$ cat src/rtl/tone_det_pkg.sv
// Shared types and helpers for the tone direction decoder.
// Holds the FSM state type, the direction-code layout and the legacy
// per-channel direction constants used by five-channel integrations.
package tone_det_pkg;

  typedef enum logic [1:0] {
    IDLE    = 2'd0,
    QUALIFY = 2'd1,
    HOLD    = 2'd2,
    REARM   = 2'd3
  } state_e;

  // Widest index field supported (NUM_CH up to 8)
  localparam int unsigned MAX_IDX_W = 3;

  // Stop-flag position in the widest direction code; a narrower build
  // places the flag directly above its own index field
  localparam int unsigned STOP_BIT = MAX_IDX_W;

  // Legacy 3-bit direction codes for five-channel users
  localparam logic [2:0] LEGACY_DIR_CH0 = 3'd0;
  localparam logic [2:0] LEGACY_DIR_CH1 = 3'd1;
  localparam logic [2:0] LEGACY_DIR_CH2 = 3'd2;
  localparam logic [2:0] LEGACY_DIR_CH3 = 3'd3;
  localparam logic [2:0] LEGACY_DIR_CH4 = 3'd4;

  // Build a {stop, idx} code with the stop flag at bit idx_w; bits above
  // idx_w are zero so callers can slice out [idx_w:0]
  function automatic logic [MAX_IDX_W:0] mk_dir(input logic                 stop,
                                                input logic [MAX_IDX_W-1:0] idx,
                                                input int unsigned          idx_w);
    logic [MAX_IDX_W:0] mask;
    mask = ({{MAX_IDX_W{1'b0}}, 1'b1} << idx_w) - 1'b1;
    return ({1'b0, idx} & mask) | ({{MAX_IDX_W{1'b0}}, stop} << idx_w);
  endfunction

endpackage

$ cat src/rtl/tone_qual_channel.sv
// One tone channel's qualify tracker: counts consecutive-high samples,
// tolerating low runs up to GAP_CYCLES, and flags the sample that
// completes a QUAL_CYCLES run.
module tone_qual_channel #(
  parameter int unsigned CNT_W       = 25,
  parameter int unsigned QUAL_CYCLES = 12_500_000,
  parameter int unsigned GAP_CYCLES  = 0
) (
  input  logic clk,
  input  logic rst_n,
  input  logic en_i,
  input  logic clr_i,
  input  logic tone_i,
  output logic hit_o,
  output logic active_o
);

  localparam logic [CNT_W-1:0] QUAL_MAX  = CNT_W'(QUAL_CYCLES);
  localparam logic [CNT_W-1:0] QUAL_LAST = CNT_W'(QUAL_CYCLES - 1);
  localparam logic [CNT_W-1:0] GAP_MAX   = CNT_W'(GAP_CYCLES);

  logic [CNT_W-1:0] qual_q, qual_d;
  logic [CNT_W-1:0] gap_q, gap_d;

  // This sample brings the run to QUAL_CYCLES
  assign hit_o    = en_i && tone_i && (qual_q >= QUAL_LAST);
  assign active_o = |qual_q;

  // Next-state for the run and dropout counters
  always_comb begin
    qual_d = qual_q;
    gap_d  = gap_q;
    if (clr_i) begin
      qual_d = '0;
      gap_d  = '0;
    end else if (en_i) begin
      if (tone_i) begin
        qual_d = (qual_q >= QUAL_MAX) ? QUAL_MAX : qual_q + CNT_W'(1);
        gap_d  = '0;
      end else if (gap_q >= GAP_MAX) begin
        qual_d = '0;
        gap_d  = '0;
      end else begin
        gap_d = gap_q + CNT_W'(1);
      end
    end
  end

  // Counter registers
  always_ff @(posedge clk or negedge rst_n) begin
    if (!rst_n) begin
      qual_q <= '0;
      gap_q  <= '0;
    end else begin
      qual_q <= qual_d;
      gap_q  <= gap_d;
    end
  end

endmodule

$ cat src/rtl/tone_direction_decoder.sv
// N-channel tone qualifier and direction decoder.
// A channel whose tone persists for QUAL_CYCLES (with dropouts up to
// GAP_CYCLES) is presented as {0, idx} for HOLD_CYCLES or until
// junction_ack, then STOP; re-arms once all tones are low.
// Build option: define TONE_SYNC_EN to pass tone_in through a 2-flop
// synchroniser per bit (adds 2 cycles of latency).
module tone_direction_decoder
  import tone_det_pkg::*;
#(
  parameter int unsigned NUM_CH      = 5,
  parameter int unsigned IDX_W       = $clog2(NUM_CH),
  parameter int unsigned CNT_W       = 25,
  parameter int unsigned QUAL_CYCLES = 12_500_000,
  parameter int unsigned GAP_CYCLES  = 0,
  parameter int unsigned HOLD_CYCLES = 25_000_000
) (
  input  logic              clk,
  input  logic              rst_n,
  input  logic [NUM_CH-1:0] tone_in,
  input  logic              junction_ack,
  output logic [IDX_W:0]    td_dir,
  output logic              td_valid,
  output logic              busy
);

  localparam logic [MAX_IDX_W:0] STOP_FULL = mk_dir(1'b1, '0, IDX_W);
  localparam logic [IDX_W:0]     DIR_STOP  = STOP_FULL[IDX_W:0];
  localparam logic [CNT_W-1:0]   HOLD_LAST = CNT_W'(HOLD_CYCLES - 1);

  logic [NUM_CH-1:0] tone_s;

`ifdef TONE_SYNC_EN
  logic [NUM_CH-1:0] sync1_q, sync2_q;

  // Two-stage synchroniser for the asynchronous tone flags
  always_ff @(posedge clk or negedge rst_n) begin
    if (!rst_n) begin
      sync1_q <= '0;
      sync2_q <= '0;
    end else begin
      sync1_q <= tone_in;
      sync2_q <= sync1_q;
    end
  end

  assign tone_s = sync2_q;
`else
  assign tone_s = tone_in;
`endif

  state_e           state_q;
  logic [IDX_W:0]   td_dir_q;
  logic             td_valid_q;
  logic             busy_q;
  logic [CNT_W-1:0] hold_cnt_q;

  logic              cnt_en;
  logic              cnt_clr;
  logic              any_hit;
  logic              any_active;
  logic [NUM_CH-1:0] hit;
  logic [NUM_CH-1:0] active;
  logic [IDX_W-1:0]  win_idx;
  logic [MAX_IDX_W:0] win_full;
  logic [IDX_W:0]    win_dir;

  assign cnt_en     = (state_q == IDLE) || (state_q == QUALIFY);
  assign any_hit    = |hit;
  assign any_active = |active;
  // Counters run only while arming and restart from zero once a channel wins
  assign cnt_clr    = !cnt_en || any_hit;

  for (genvar g = 0; g < NUM_CH; g++) begin : g_ch
    tone_qual_channel #(
      .CNT_W      (CNT_W),
      .QUAL_CYCLES(QUAL_CYCLES),
      .GAP_CYCLES (GAP_CYCLES)
    ) u_ch (
      .clk     (clk),
      .rst_n   (rst_n),
      .en_i    (cnt_en),
      .clr_i   (cnt_clr),
      .tone_i  (tone_s[g]),
      .hit_o   (hit[g]),
      .active_o(active[g])
    );
  end

  // Priority encoder: lowest qualifying index wins
  always_comb begin
    win_idx = '0;
    for (int unsigned i = 0; i < NUM_CH; i++) begin
      if (hit[NUM_CH-1-i]) win_idx = IDX_W'(NUM_CH - 1 - i);
    end
  end

  assign win_full = mk_dir(1'b0, MAX_IDX_W'(win_idx), IDX_W);
  assign win_dir  = win_full[IDX_W:0];

  // Control FSM with registered direction, valid pulse, busy and hold counter
  always_ff @(posedge clk or negedge rst_n) begin
    if (!rst_n) begin
      state_q    <= IDLE;
      td_dir_q   <= DIR_STOP;
      td_valid_q <= 1'b0;
      busy_q     <= 1'b0;
      hold_cnt_q <= '0;
    end else begin
      td_valid_q <= 1'b0;
      case (state_q)
        IDLE, QUALIFY: begin
          if (any_hit) begin
            state_q    <= HOLD;
            td_dir_q   <= win_dir;
            td_valid_q <= 1'b1;
            busy_q     <= 1'b1;
            hold_cnt_q <= '0;
          end else if (state_q == IDLE && any_active) begin
            state_q <= QUALIFY;
          end else if (state_q == QUALIFY && !any_active) begin
            state_q <= IDLE;
          end
        end
        HOLD: begin
          if (junction_ack || hold_cnt_q == HOLD_LAST) begin
            state_q    <= REARM;
            td_dir_q   <= DIR_STOP;
            hold_cnt_q <= '0;
          end else begin
            hold_cnt_q <= hold_cnt_q + CNT_W'(1);
          end
        end
        REARM: begin
          if (tone_s == '0) begin
            state_q <= IDLE;
            busy_q  <= 1'b0;
          end
        end
        default: begin
          state_q    <= IDLE;
          td_dir_q   <= DIR_STOP;
          busy_q     <= 1'b0;
          hold_cnt_q <= '0;
        end
      endcase
    end
  end

  assign td_dir   = td_dir_q;
  assign td_valid = td_valid_q;
  assign busy     = busy_q;

endmodule

$ cat config.mk
export PLATFORM = sky130hd
export DESIGN_NAME = tone_direction_decoder
export DESIGN_NICKNAME = d
export VERILOG_FILES = /design/src/rtl/tone_det_pkg.sv /design/src/rtl/tone_qual_channel.sv /design/src/rtl/tone_direction_decoder.sv
export SDC_FILE = /design/constraint.sdc
export NUM_CORES = 1
export LEC_CHECK = 0
export CAP_MARGIN = 40
export CORE_UTILIZATION = 45
export DETAILED_ROUTE_END_ITERATION = 12
export PLACE_DENSITY = 0.64
export SLEW_MARGIN = 10
export SYNTH_ARGS = -nofsm -noshare
export SYNTH_HDL_FRONTEND = slang
export SYNTH_SLANG_ARGS = --single-unit
$ cat constraint.sdc
create_clock -name clk -period 2.6 [get_ports clk]
set_input_delay 0.65 -clock clk [delete_from_list [all_inputs] [get_ports clk]]
set_output_delay 0.65 -clock clk [all_outputs]
set_load 0.01 [all_outputs]
==> results of run 1 <==
final cells by class:
cell class	count	area, sq um
inverter	28	105
timing repair buffer	90	751
clock buffer	17	425
tap	229	287
clock inverter	15	199
sequential	158	3960
fill	1646	8130
multi-input combinational	688	4300
metal layers:
layer | wire (um) | share of wire | vias up | GRT usage
li1 | - | - | 3374 | -
met5 | 0 | 0 | - | 0
met2 | 10100 | 0.48 | 138 | 0.360
met4 | 360 | 0.017 | 0 | 0.0690
met1 | 9910 | 0.47 | 3448 | 0.308
met3 | 764 | 0.036 | 24 | 0.0418
metrics by stage:
step           setup TNS [ns]  setup WS (ns)
2_1_floorplan               0          0.263
3_3_place_gp            -1.82        -0.0468
3_5_place_dp            -6.52         -0.112
4_1_cts                     0        0.00587
5_1_grt               -0.0893        -0.0230
6_report                    0         0.0815
registers in the layout, indices dropped and copies added, names as in the netlist:
signal            flops
g_ch.u_ch.qual_q    125
state_q               2
td_valid              1
hold_cnt_q           25
busy                  1
td_dir                4
worst reg2reg max path, cell delays in order (launching register included):
cell and delay (ns):
dfrtp_1 0.38, and3_1 0.18, a221o_1 0.36, a221oi_4 0.38
o22ai_4 0.14, nor4_4 0.29, buf_4 0.24, nand3_2 0.27
a21oi_1 0.21
cell usage after synthesis, drive strengths merged, types with 15 or more instances:
cell type  count
dfrtp        157
nor2         109
clkbuf        19
xor2          69
buf           15
and3          36
a21oi         81
nor4          34
nand3         58
inv           28
xnor2         40
nand2         72
o21ai         17
nand4         41
nor3          16
placed cells by master (no fill, tap or decap), drive strengths merged, types with 3 or more instances in the layout:
master and instances:
xnor2 40, clkbuf 17, xor2 69, nand2 72, nand4 41, o2bb2ai 3, clkdlybuf4s50 12, and4 11
and3 36, or4 3, nor3 16, a21o 5, nand3 61, a41oi 9, buf 78, o211ai 3
conb 5, nor2b 4, nor2 109, clkinvlp 3, ha 11, and2 9, nand2b 3, bufinv 3
or3 4, o21ai 17, a31oi 14, nor4 34, dfrtp 157, a21oi 81, inv 36
power by group through the flow:
stage,combinational [W],clock [W],sequential (W)
after floorplan,0.000274,0,0.00266
after global placement,0.000555,0,0.00266
after detailed placement,0.000559,0,0.00266
after CTS,0.000564,0.00271,0.00262
after global routing,0.000635,0.00281,0.00263
final,0.000575,0.00267,0.00262
repair_timing:
| action | in CTS | in global routing |
|---|---|---|
| gates resized for setup | 2 | 9 |
| buffers inserted | 1 | 0 |
| endpoints found under the setup margin | 108 | 108 |
| cloned | 0 | 3 |
| pin swaps | 2 | 4 |
path summary, 6_finish.rpt:
| path | slack (ns) | from | end | cells past startpoint |
|---|---|---|---|---|
| worst max register to register | 0.08 | g_ch[0].u_ch.qual_q[9]$_DFFE_PN0P_ | g_ch[1].u_ch.qual_q[5]$_DFFE_PN0P_ | 8 |
| worst max-delay path | 0.08 | g_ch[0].u_ch.qual_q[9]$_DFFE_PN0P_ | g_ch[1].u_ch.qual_q[5]$_DFFE_PN0P_ | 8 |
| worst min-delay path | 0.18 | rst_n | g_ch[3].u_ch.qual_q[8]$_DFFE_PN0P_ | 1 |
| worst min register to register | 0.48 | busy$_DFFE_PN0P_ | busy$_DFFE_PN0P_ | 1 |
| max in group asynchronous | 1.73 | rst_n | g_ch[1].u_ch.qual_q[19]$_DFFE_PN0P_ | 2 |
| min in group clk | 0.48 | busy$_DFFE_PN0P_ | busy$_DFFE_PN0P_ | 1 |
logic make-up after synthesis:
| kind of cell | after synthesis | synth area share |
|---|---|---|
| buffers and inverters | 62 | 0.0308 |
| flip-flops | 158 | 0.470 |
| adder cells (fa/ha/maj) | 11 | 0.0164 |
| AND/OR/NAND/NOR | 407 | 0.253 |
| multiplexers | 1 | 0.00119 |
| AO/OA/AOI/OAI | 152 | 0.114 |
| other | 1 | 0.000446 |
| XOR/XNOR | 109 | 0.114 |
==> results_dict.tcl, run 1 <==
set metrics [dict create \
    numCtsBuffers 17 \
    area_growth_pct 19.2 \
    violations "DRC" \
    coreArea_sq_um 18100 \
    internal-power_w 0.00431 \
    antenna_cells 0 \
    async_flop_share 1.00 \
    synth.distinct_cells 64 \
    fin_crit_ns 2.52 \
    fin_area_sq_um 10000 \
    setup_viol 0 \
    cts_tree "yes" \
    grt_pass1_wl_um 34300 \
    wire_per_inst_um 17.3 \
    status "finished with violations" \
    ys_ff_latch 158 \
    cp_num_buf_inv 1 \
    cts-root-buf "clkbuf_16" \
    combPwrFrac 0.098 \
    dieArea_sq_um 19200 \
    path_class "register to register" \
    synth_edf_count 0 \
    dp.cells 1189 \
    nNetsFinal 1002 \
    fmax_mhz 397 \
    worstSetupEndpointType "register" \
    antenna_found_initial 0 \
    grt_max_degree 54 \
    worstPathCellList "and3_1, a221o_1, a221oi_4, o22ai_4, nor4_4, buf_4, nand3_2, a21oi_1" \
    powerDensity_nw_per_um2 586 \
    dieHeight_um 139 \
    ctsLongestPathBuffers 2 \
    finalHoldViolCount 0 \
    synth_top_cell_by_area "dfrtp_1" \
    worst-endpoint-required_ns 2.95 \
    drv_cap 0 \
    gr-total-overflow 0 \
    postCtsHoldBufs 0 \
    place_congestion 0.842 \
    rows 49 \
    swShare 0.266 \
    seqPwrFrac 0.446 \
    wl_um 21200 \
    yosysWarnings 0 \
    path_clk_slew_ns 0.07 \
    synth.area.top_cells "dfrtp_1 47%, xor2_1 7.2%, nor2_1 4.8%" \
    h-tree-depth 4 \
    vias 6984 \
    synth_ff_type "dfrtp_1" \
    leakagePower_nw 4.20 \
    pin_count 14 \
    synth_seq_area_share 0.470 \
    io_buffers 13 \
    ir_worst_vdd_uv 478 \
    drive_gt1_frac 0.140 \
    critPathTopFamily "compound AO/OA/AOI/OAI gates" \
    cp.arrival_ns 2.87 \
    crit_fanout 11 \
    power.net_switching_w 0.00156 \
    clockPowerShare 0.456 \
    post-route-util 0.552 \
    cts_sinks 158 \
    track_usage 0.224 \
    place_area_sq_um 9310 \
    ant_nets 0 \
    synth_area_per_cell_sq_um 9.33 \
    start_util 0.463 \
    finalPower_w 0.00587 \
    drc 2 \
    min-delay-path-class "input port to async pin" \
    max_slew.worst_pin.slew_ns 0.920 \
    synth_cells 901 \
    worst_clock_skew_ns 0.0119 \
    worstSetupStartpointType "register" \
    die_w_um 139 \
    via_per_inst 5.70 \
    slowest_delay_ns 0.38 \
    dp_hpwl_um 14400 \
    insertion_delay_ns 0.43 \
    finalCritPeriodShare 0.969 \
    maxSlewHeadroom 0.384 \
    firstDrtPassIters 9 \
    syn_area_sq_um 8410 \
    synthDominantCellAreaShare 0.467 \
    crit_slowest_cell "dfrtp_1" \
    holdWs_ns 0.179 \
    drtIter0Drc 497 \
    grt_pass1_vias 6698 \
    instances_no_fill 1225 \
    slew_violations 0 \
]
No activity file was read; power rests on OpenSTA's default activity.
==> run 2, diff against run 1 <==
--- a/config.mk
+++ b/config.mk
@@ -5,10 +5,11 @@
 export SDC_FILE = /design/constraint.sdc
 export NUM_CORES = 1
 export LEC_CHECK = 0
+export ABC_AREA = 1
 export CAP_MARGIN = 40
 export CORE_UTILIZATION = 45
 export DETAILED_ROUTE_END_ITERATION = 12
-export PLACE_DENSITY = 0.64
+export PLACE_DENSITY = 0.63
 export SLEW_MARGIN = 10
 export SYNTH_ARGS = -nofsm -noshare
 export SYNTH_HDL_FRONTEND = slang
==> constraint.sdc (replaced) <==
create_clock -name clk -period 2.6 [get_ports clk]
set_input_delay 0.78 -clock clk [delete_from_list [all_inputs] [get_ports clk]]
set_output_delay 0.78 -clock clk [all_outputs]
set_load 0.01 [all_outputs]
==> run 2 against run 1 <==
  * Clock power fell by 2%
  * Synthesized cell count is 54% higher
  * The run now ends clean
  * Clock-buffer cell count rose by 3
  * Final cell count up 39%
  * Die area increased by 15%
==> results_dict.tcl, run 2 <==
set metrics [dict create \
    via_per_inst 5.06 \
    synth_area_per_cell_sq_um 6.97 \
    drive_gt1_frac 0.0670 \
    slowest_delay_ns 0.55 \
    rsz0062_at_grt "no" \
    cp_num_buf_inv 1 \
    drv_cap 0 \
    worstSetupStartpointType "register" \
    pin_count 14 \
    h-tree-depth 4 \
    fillers 2074 \
    drc 0 \
    holdWs_ns 0.305 \
    synth_seq_area_share 0.409 \
    path_clk_slew_ns 0.06 \
    reg2regPathDepth 14 \
    vias 8635 \
    final_common_cell "nor2_1" \
    yosysWarnings 0 \
    drtIter0Drc 545 \
    syn_area_sq_um 9680 \
    grt_pass1_vias 7938 \
    wl_um 22100 \
    leakagePower_nw 4.89 \
    wire_per_inst_um 12.9 \
    insertion_delay_ns 0.42 \
    async_flop_share 1.00 \
    die_w_um 149 \
    firstDrtPassIters 7 \
    numCtsBuffers 17 \
    track_usage 0.213 \
    cp.arrival_ns 1.50 \
    ir_worst_vdd_uv 434 \
    finalHoldViolCount 0 \
    synth_commonest_cells "321 x nor2_1, 304 x nand2_1, 157 x dfrtp_1, 155 x inv_1, 73 x nand3_1" \
    place_congestion 0.866 \
    crit_fanout 2 \
    dieHeight_um 149 \
    area_growth_pct 12.3 \
    rrSetupSlack_ns 0.32 \
    status "complete, no violations" \
    antenna_cells 0 \
    grt_pass1_wl_um 37900 \
    coreArea_sq_um 21100 \
    cts-root-buf "clkbuf_16" \
    fmax_mhz 438 \
    dieArea_sq_um 22100 \
    gr-total-overflow 0 \
    rows 53 \
    fin_crit_ns 2.28 \
    finalPower_w 0.00704 \
    powerDensity_nw_per_um2 647 \
    postCtsHoldBufs 0 \
    cts_sinks 158 \
    fin_tns_setup_ns 0 \
    post_cts_buffers 0 \
    synth_edf_count 0 \
    fin_area_sq_um 10900 \
    min-delay-path-class "input port to async pin" \
    ff_latch_area_sq_um 3960 \
    largest_register_ffs 125 \
    dp_hpwl_um 15900 \
    io_buffers 13 \
    worstPathCellList "clkdlybuf4s50_1" \
    nNetsFinal 1440 \
    start_util 0.459 \
    synth.area.top_cells "dfrtp_1 41%, nor2_1 12%, nand2_1 12%" \
    synth_most_common_cell "nor2_1" \
    final_cell_mix "321 x nor2_1, 304 x nand2_1, 157 x dfrtp_1, 155 x inv_1, 73 x nand3_1" \
    slew_violations 0 \
    ant_nets 0 \
    largest_register "g_ch.u_ch.qual_q" \
    cts_tree "yes" \
    synth_top_cell_by_area "dfrtp_1" \
    ys_ff_latch 158 \
    antenna_found_initial 0 \
    place_area_sq_um 10300 \
    path_class "register to output port" \
    synth.distinct_cells 51 \
    grt_max_degree 48 \
    multi_input_area_sq_um 4960 \
    worst-endpoint-required_ns 1.82 \
    crit_slowest_cell "dfstp_2" \
    r2r_start "g_ch[0].u_ch.qual_q[0]$_DFFE_PN0P_" \
    synth_cells 1388 \
    worstSetupEndpointType "output port" \
    r2r_end "g_ch[0].u_ch.qual_q[8]$_DFFE_PN0P_" \
    synth_ff_type "dfrtp_1" \
    worst_clock_skew_ns 0.00769 \
    synthDominantCellAreaShare 0.406 \
    finalCritPeriodShare 0.878 \
    critPathTopFamily "flip-flops" \
    ctsLongestPathBuffers 2 \
    setup_viol 0 \
    cts_resized 0 \
]
[run 2: how the worst max path moves through the flow]
stage                                                  start                                   to  slack (ns)  cells past startpoint
after floorplan           g_ch[2].u_ch.qual_q[0]$_DFFE_PN0P_  g_ch[0].u_ch.qual_q[11]$_DFFE_PN0P_        0.64                     15
after global placement                            tone_in[2]   g_ch[0].u_ch.qual_q[8]$_DFFE_PN0P_        0.09                     11
after detailed placement                          tone_in[2]   g_ch[0].u_ch.qual_q[8]$_DFFE_PN0P_        0.07                     11
after CTS                 g_ch[2].u_ch.qual_q[0]$_DFFE_PN0P_   g_ch[0].u_ch.qual_q[8]$_DFFE_PN0P_        0.28                     14
after global routing      g_ch[0].u_ch.qual_q[0]$_DFFE_PN0P_   g_ch[2].u_ch.qual_q[2]$_DFFE_PN0P_         0.1                     15
final                                  td_dir[3]$_DFFE_PN1P_                            td_dir[3]        0.32                      1
[run 2: layer usage]
| layer | vias up | track usage | routed length, um |
|---|---|---|---|
| met3 | 14 | 0.0353 | 782 |
| met4 | 0 | 0.0474 | 219 |
| li1 | 4475 | - | - |
| met5 | - | 0 | 0 |
| met1 | 4031 | 0.302 | 10800 |
| met2 | 115 | 0.339 | 10200 |
[run 2: layout make-up]
cell class	instances	area share
Sequential cell	158	0.364
Timing Repair Buffer	33	0.0339
Clock buffer	20	0.0402
Tap cell	275	0.0316
Multi-Input combinational cell	1040	0.456
Inverter	171	0.0595
Clock inverter	11	0.0154
[run 2: through the flow]
| step | setup slack [ns] | cells | util |
|---|---|---|---|
| floorplan | 0.641 | 1392 | - |
| global placement | 0.0938 | 1677 | 0.487 |
| detailed placement | 0.0724 | 1677 | 0.487 |
| CTS | 0.282 | 1708 | 0.516 |
| global route | 0.0999 | 1708 | 0.516 |
| finish | 0.317 | 1708 | 0.516 |
[run 2: cell families after synthesis]
logic type | share of synthesized area
AOI/OAI and AO/OA | 0.0755
xor gates and xnor gates | 0.0561
adders and majority gates | 0.0142
buffers and inverters | 0.0810
DFF | 0.409
other | 0.000387
and+or+nand+nor | 0.364
[run 2: report_power, final]
group | switching, W | internal, W | leakage [nW] | total (W)
registers | 0.000269 | 0.00267 | 2.16 | 0.00294
clock network | 0.00102 | 0.00160 | 0.290 | 0.00262
logic | 0.000945 | 0.000538 | 2.43 | 0.00148
==> run 3, diff against run 2 <==
--- a/config.mk
+++ b/config.mk
@@ -9,6 +9,7 @@
 export CAP_MARGIN = 40
 export CORE_UTILIZATION = 45
 export DETAILED_ROUTE_END_ITERATION = 12
+export HOLD_SLACK_MARGIN = 0.15
 export PLACE_DENSITY = 0.63
 export SLEW_MARGIN = 10
 export SYNTH_ARGS = -nofsm -noshare
==> results of run 3 <==
Final layout, timing and power as in run 2 (identical DEF).
